`src/rtl/wb_bus_arbiter4.sv`:
```
// wb_bus_arbiter4: round-robin arbiter and sequencer that merges four requesters
// onto one shared write-back/memory bus through a 4:1 select path, with
// valid/ready handshaking and multi-beat burst locking.
//
// Optional feature macro: WB_ARB_TIMEOUT_EN
//   Defined   - a stall counter aborts a burst after TIMEOUT stalled BUSY cycles,
//               pulsing timeout_err for one cycle and re-arbitrating.
//   Undefined - no counter; the arbiter waits indefinitely, timeout_err is 0.
//
// Ports:
//   clk          system clock, rising edge
//   rst_n        asynchronous active-low reset
//   req[3:0]     per-requester request/valid, held while a beat is pending
//   last[3:0]    per-requester last-beat flag, qualified by req
//   data0..3     requester data words
//   out_ready    target accepts a beat this cycle
//   out_valid    shared bus carries a valid beat
//   out_data     shared bus data (0 when idle)
//   out_last     current beat is the last of its burst
//   sel[1:0]     select code of the granted requester (held while idle)
//   grant[3:0]   registered one-hot grant (0 when idle)
//   ack[3:0]     one-hot beat-accepted strobe, only on a firing beat
//   busy         arbiter is in the BUSY state
//   timeout_err  one-cycle burst abort pulse
module wb_bus_arbiter4 #(
    parameter int unsigned DW      = 32,
    parameter int unsigned TIMEOUT = 16
) (
    input  logic          clk,
    input  logic          rst_n,
    input  logic [3:0]    req,
    input  logic [3:0]    last,
    input  logic [DW-1:0] data0,
    input  logic [DW-1:0] data1,
    input  logic [DW-1:0] data2,
    input  logic [DW-1:0] data3,
    input  logic          out_ready,
    output logic          out_valid,
    output logic [DW-1:0] out_data,
    output logic          out_last,
    output logic [1:0]    sel,
    output logic [3:0]    grant,
    output logic [3:0]    ack,
    output logic          busy,
    output logic          timeout_err
);

    if (TIMEOUT < 2) begin : g_bad_timeout
        $error("wb_bus_arbiter4: TIMEOUT must be at least 2");
    end

    typedef enum logic {StIdle, StBusy} state_e;

    state_e        state_q, state_d;
    logic [3:0]    grant_q, grant_d;
    logic [1:0]    sel_q, sel_d;
    logic [1:0]    ptr_q, ptr_d;

    logic          arb_found;
    logic [1:0]    arb_idx;
    logic [1:0]    cand;
    logic [DW-1:0] data_mux;
    logic          fire;
    logic          others;
    logic          take;
    logic          abort;

    // Round-robin pick: scan ptr, ptr+1, ptr+2, ptr+3. Iterating from the far end
    // lets the nearest requester overwrite the result last.
    always_comb begin
        arb_found = 1'b0;
        arb_idx   = ptr_q;
        cand      = '0;
        for (int i = 3; i >= 0; i--) begin
            cand = ptr_q + 2'(i);
            if (req[cand]) begin
                arb_found = 1'b1;
                arb_idx   = cand;
            end
        end
    end

    always_comb begin
        data_mux = data0;
        case (sel_q)
            2'd0:    data_mux = data0;
            2'd1:    data_mux = data1;
            2'd2:    data_mux = data2;
            default: data_mux = data3;
        endcase
    end

    assign busy      = (state_q == StBusy);
    assign out_valid = busy & req[sel_q];
    assign out_data  = busy ? data_mux : '0;
    assign out_last  = busy & last[sel_q];
    assign fire      = out_valid & out_ready;
    assign ack       = fire ? (4'b0001 << sel_q) : 4'b0000;
    // Only a competing requester justifies staying BUSY after a burst ends; the
    // finishing requester goes back through IDLE if it is alone.
    assign others    = |(req & ~grant_q);
    assign grant     = grant_q;
    assign sel       = sel_q;

`ifdef WB_ARB_TIMEOUT_EN
    localparam int unsigned CW = (TIMEOUT > 2) ? $clog2(TIMEOUT) : 1;

    logic [CW-1:0] stall_q, stall_d;
    logic          terr_q;

    assign abort = busy & ~fire & (stall_q == CW'(TIMEOUT - 1));

    // Counts consecutive stalled BUSY cycles; any fired beat or new grant clears it.
    always_comb begin
        stall_d = '0;
        if (busy && !fire && !abort) begin
            stall_d = stall_q + CW'(1);
        end
    end

    always_ff @(posedge clk or negedge rst_n) begin
        if (!rst_n) begin
            stall_q <= '0;
            terr_q  <= 1'b0;
        end else begin
            stall_q <= stall_d;
            terr_q  <= abort;
        end
    end

    assign timeout_err = terr_q;
`else
    assign abort       = 1'b0;
    assign timeout_err = 1'b0;
`endif

    always_comb begin
        state_d = state_q;
        grant_d = grant_q;
        sel_d   = sel_q;
        ptr_d   = ptr_q;
        take    = 1'b0;
        case (state_q)
            StIdle: begin
                if (arb_found) begin
                    take = 1'b1;
                end
            end
            StBusy: begin
                // Burst ends on its last beat or on abort; re-arbitrate in the same
                // cycle so the next grant lands at the edge with no bubble.
                if ((fire && out_last) || abort) begin
                    if (others) begin
                        take = 1'b1;
                    end else begin
                        state_d = StIdle;
                        grant_d = 4'b0000;
                    end
                end
            end
            default: begin
                state_d = StIdle;
                grant_d = 4'b0000;
            end
        endcase
        if (take) begin
            state_d = StBusy;
            grant_d = 4'b0001 << arb_idx;
            sel_d   = arb_idx;
            ptr_d   = arb_idx + 2'd1;
        end
    end

    always_ff @(posedge clk or negedge rst_n) begin
        if (!rst_n) begin
            state_q <= StIdle;
            grant_q <= 4'b0000;
            sel_q   <= 2'd0;
            ptr_q   <= 2'd0;
        end else begin
            state_q <= state_d;
            grant_q <= grant_d;
            sel_q   <= sel_d;
            ptr_q   <= ptr_d;
        end
    end

endmodule

```
`config.mk`:
```
export PLATFORM = sky130hd
export DESIGN_NAME = wb_bus_arbiter4
export DESIGN_NICKNAME = d
export VERILOG_FILES = /design/src/rtl/wb_bus_arbiter4.sv
export SDC_FILE = /design/constraint.sdc
export NUM_CORES = 1
export LEC_CHECK = 0
export ABC_AREA = 1
export CAP_MARGIN = 20
export CORE_MARGIN = 3
export CORE_UTILIZATION = 32
export CTS_BUF_LIST = sky130_fd_sc_hd__clkbuf_8
export DETAILED_ROUTE_END_ITERATION = 7
export PLACE_DENSITY = 0.9
export SYNTH_ARGS = -nofsm -noshare
export SYNTH_HDL_FRONTEND = slang
export SYNTH_SLANG_ARGS = --single-unit
```
`constraint.sdc`:
```
create_clock -name clk -period 2.2 [get_ports clk]
set_input_delay 0.33 -clock clk [delete_from_list [all_inputs] [get_ports clk]]
set_output_delay 0.33 -clock clk [all_outputs]
set_load 0.02 [all_outputs]
```
# Word level (Yosys, flattened, before mapping)
# Cells that the tools add are included.
# totals
register_bits	9
latchBits	0
mem_bits_rw	0
mem_bits_ro	0
in_bits	139
out_inout_bits	46
wordCells	64
n_memories	0
# classes
n_addsub	4
n_mul	0
n_div	0
n_lt_le_gt_ge	5
eq_ne	3
shift	2
mux	34
n_bitwise	6
reduce_logical	6
# op_table
cell	count
$pmux 32 s3	1
$mux 32	1
$mux 4	5
$mux 1	16
$lt 2x3->1 const B	5
$bmux 1 s2	6
$mux 2	4
$shl 1x2->4 const A	2
$add 2x1->2 const B	2
$add 2x2->2 const B	2
$and 4x4->4	1
$not 4->4	1
$reduce_bool 2->1	2
$reduce_or 4->1	1
$and 1x1->1	3
$reduce_and 3->1	1
$eq 2x1->1 const B	1
$eq 2x2->1 const B	1
$logic_not 2->1	1
$ne 2x1->1 const B	1
$pmux 1 s2	1
$logic_and 1x1->1	1
$not 1->1	1

# Longest topological paths before layout
# logic_depth
ltp_word	11
ltp_mapped	15
mapped_depth_nobuf	14

# Worst setup path before layout
# Ideal clock, no wire load.
# synth_path
path_type	register to output
start	register sel_q[0], in the netlist sel[0]
end	output ack[0]
t_arrival_ps	1804
path_slack_ps	66
path_stages_with_launch	8
n_path_buf	0
cell_sequence	dfrtp_1 nor2_2 nand2_1 o21ai_0 nor2_1 nor2_2 nand2_1 nor3_1
# synth_between
elab_chain_len	5
# synth_rtl
element	line	text
from (decl)	56	logic [1:0] sel_q, sel_d;
from (signal assigned)	183	sel_q <= sel_d;
$bmux 1 s2	94	assign out_valid = busy & req[sel_q];
$mux 1 (implied by the code)	94	
$and 1x1->1	94	
via out_valid	38	output logic out_valid,
$and 1x1->1	97	assign fire = out_valid & out_ready;
$mux 4	98	assign ack = fire ? (4'b0001 << sel_q) : 4'b0000;
to (decl)	43	output logic [3:0] ack,
# The timed path passes the listed nets, and every way through them passes these cells. The select of a mux whose other input is x is not followed.

# Worst setup path after layout
# layout_path
start	register sel_q[0], in the netlist sel[0]
end	output ack[1]
# layout_between
elab_chain_len	5
# layout_rtl
element	line
$bmux 1 s2	94
$mux 1 (implied by the code)	94
$and 1x1->1	94
$and 1x1->1	97
$mux 4 (*)	98
# Every way passes the cells marked *; elsewhere a longest branch is shown, timed or not. The select of a mux whose other input is x is not followed.

==> results.tsv <==
stage	metric	value	unit
pwr	power	4.37	mW
yosys	synth_xor_area_frac	0	
global_route	grt_max_degree	26	
die	initial_core_util	0.335	
global_route	antenna_found_initial	0	
clock_network	ctsHoldBuffers	0	
clock_network	clk_latency	230	ps
yosys	synth-seq-cells	9	
clock_network	cts-root-buf	clkbuf_8	
detailed_routing	drt_iter0_markers	123	
timing	fmax	473	MHz
pwr	irDropWorstVdd	0.000940	V
pwr	switchingPower	2.47	mW
timing	finClkSkew	5.07	ps
detailed_routing	drc	0	
clock_network	cts_buffers	3	
detailed_routing	dr.pass1.iters	5	
clock_network	cts_buffer_depth	2	
yosys	synth_top_family_by_area	simple AND/OR/NAND/NOR gates	
global_route	grt_pass1_wl	13300	um
final_layout	insertedDiodeCount	0	
detailed_routing	routed_wl	8580	um
placement	numPortBuffers	183	
die	rows	26	
yosys	synthAdderAreaFrac	0	
placement	gp_congestion	0.911	
final_layout	areaGrowthSynthToFinish	116	%
worst_setup_path	worst-path-max-fanout	5	
pwr	switching_share	0.565	
die	die_area	0.00633	mm^2
global_route	overflow	0	
clock_network	htreeDepth	1	
detailed_routing	wire_per_inst	14.0	um
final_layout	fin_nets	684	
yosys	syn_area	0.00173	mm^2
worst_setup_path	slowest_delay	450	ps
worst_setup_path	cp.arrival	1780	ps
global_route	grt_pass1_vias	2819	
pwr	power_per_cell_area	1170	mW/mm^2
timing	fin_crit	2110	ps
pwr	p_leak	1.94	nW
final_layout	drive_above_1_share	0.0643	
clock_network	cts_tree	yes	
detailed_routing	vias	2967	
placement	dp_hpwl	6940	um
final_layout	fin_cells	614	
yosys	synth_area_leaders	nand2_1 (45%), dfrtp_1 (13%), nand4_1 (12%)	
yosys	yosys.area.top_type	nand2_1	
yosys	synth_area_per_cell	4.79	um^2
clock_network	cts_setup_buffers	0	
worst_setup_path	path_buf_inv	2	
pwr	p_comb_frac	0.877	
timing	rsz0062_at_grt	false	
global_route	track_usage	0.258	
worst_setup_path	startpoint_type	flop	
yosys	synth-simple-area-share	0.659	
yosys	synth_top_cell_area_share	0.446	
worst_setup_path	cp_cell_sequence	inv_2 > nand2_1 > o22ai_1 > nor2_1 > nor2_2 > nand2_1 > nor2_1 > dlygate4sd2_1	
pwr	internal_power	1.90	mW
worst_setup_path	crit_slowest_cell	dfrtp_2	
worst_setup_path	critPathTopFamily	simple AND/OR/NAND/NOR gates	
detailed_routing	vias_per_cell	4.83	
die	die_w	79.6	um
pwr	p_seq_frac	0.080	
timing	maxSlewViolCount	0	
yosys	synthMuxAreaShare	0	
timing	setup_viol	0	
yosys	ys_seq_area_frac	0.130	
worst_setup_path	crit_required	1870	ps
yosys	synth_compound_area_frac	0.0542	
pwr	p_clk_frac	0.043	
worst_setup_path	crit_type	reg -> out	
timing	hold_violations	0	
clock_network	numClockSinks	9	
die	die_h	79.6	um
yosys	yosys_warnings	0	
clock_network	clk_pin_slew_worst_paths	50	ps
detailed_routing	final_antenna_net_count	0	
outcome	status	completed	
worst_setup_path	cp-end-kind	primary output	
flow_run	cap_violations	0	
placement	placed_cells	610	
die	core_area	0.00517	mm^2
timing	fin_crit_sh	0.960	
final_layout	final_util	0.722	
yosys	synthCells	362	
hold_path	hold_path.class	in -> async	
die	ios	185	
yosys	synthDistinctLibCells	27	
yosys	synth_nets	501	
state kept, by name (all words and copies together) (netlist names):
name   count
grant      4
ptr_q      2
sel        2
busy       1
power groups by stage:
stage,clock [mW],sequential [mW],combinational [mW]
2_1_floorplan,0,0.358,2.26
3_3_place_gp,0,0.338,4.03
3_5_place_dp,0,0.339,4.08
4_1_cts,0.185,0.341,3.84
5_1_grt,0.193,0.361,4.24
6_report,0.186,0.351,3.84
repair_timing:
item                                    in CTS  in global routing
gates resized for setup                     37                 19
endpoints found under the setup margin      38                 20
cloned                                       0                  0
cell type report:
| type | instances | area, um^2 |
|---|---|---|
| fill | 432 | 1440 |
| clock buffer | 3 | 41.3 |
| tap | 70 | 87.6 |
| clock inverter | 1 | 3.75 |
| inverter | 49 | 189 |
| timing repair buffer | 196 | 1940 |
| multi-input combinational | 286 | 1250 |
| sequential | 9 | 228 |
per-stage QoR:
stage               hold slack [ps]  TNS, ps  worst slack, ps  area [um^2]
detailed placement              539     -793             -220         3710
floorplan                      34.4        0             65.5         1730
finish                          395        0             87.7         3730
CTS                             409     -565             -151         3720
global placement                560     -880             -243         3710
global route                    419        0             1.15         3730
per-layer routing:
layer  share of wire  GRT usage  vias to the layer above  wire length, um
met5               0          0                        -                0
met4           0.027     0.0756                        0              233
met3           0.092     0.0485                       25              788
met2            0.50      0.482                      162             4310
met1            0.38      0.292                     1295             3250
li1                -          -                     1485                -
cell usage after synthesis (all sizes together):
cell and n:
o21a 1, clkbuf 15, nor2 11, buf 3, conb 1, or2 1
nand4 34, a22oi 1, nor3 1, a31oi 1, dfrtp 9, inv 49
o21ai 7, o22ai 2, nand3 15, nand2 209, a21oi 2
kinds of logic after synthesis:
kind of cell / after synthesis
flip-flops: 9
AND/OR/NAND/NOR: 271
other: 1
AO/OA/AOI/OAI: 14
buffers and inverters: 67
layout by cell type, fill, tap and decap left out, drive strengths merged:
cell type	count
nand4	34
clkbuf	6
or2	1
dlymetal6s2s	4
a22oi	1
dlygate4sd2	25
o21ai	7
conb	1
nand2	209
buf	13
o21a	1
dfrtp	9
nor2	11
o22ai	2
nor3	1
nand3	15
a21oi	2
clkdlybuf4s50	145
inv	50
clkdlybuf4s15	6
a31oi	1
path summary, 6_finish.rpt:
check                                     start  slack, ps              endpoint  depth (start not counted)
max                          sel[0]$_DFFE_PN0P_         90                ack[1]                          8
min                                       rst_n        390  grant[3]$_DFFE_PN0P_                          1
max reg2reg                ptr_q[0]$_DFFE_PN0P_        350  ptr_q[1]$_DFFE_PN0P_                         12
min reg2reg                grant[0]$_DFFE_PN0P_        560  grant[0]$_DFFE_PN0P_                          2
max in group asynchronous                 rst_n       1500    sel[0]$_DFFE_PN0P_                          1
min in group clk           grant[0]$_DFFE_PN0P_        560  grant[0]$_DFFE_PN0P_                          2
Note: power is estimated with default switching activity, not from simulation.
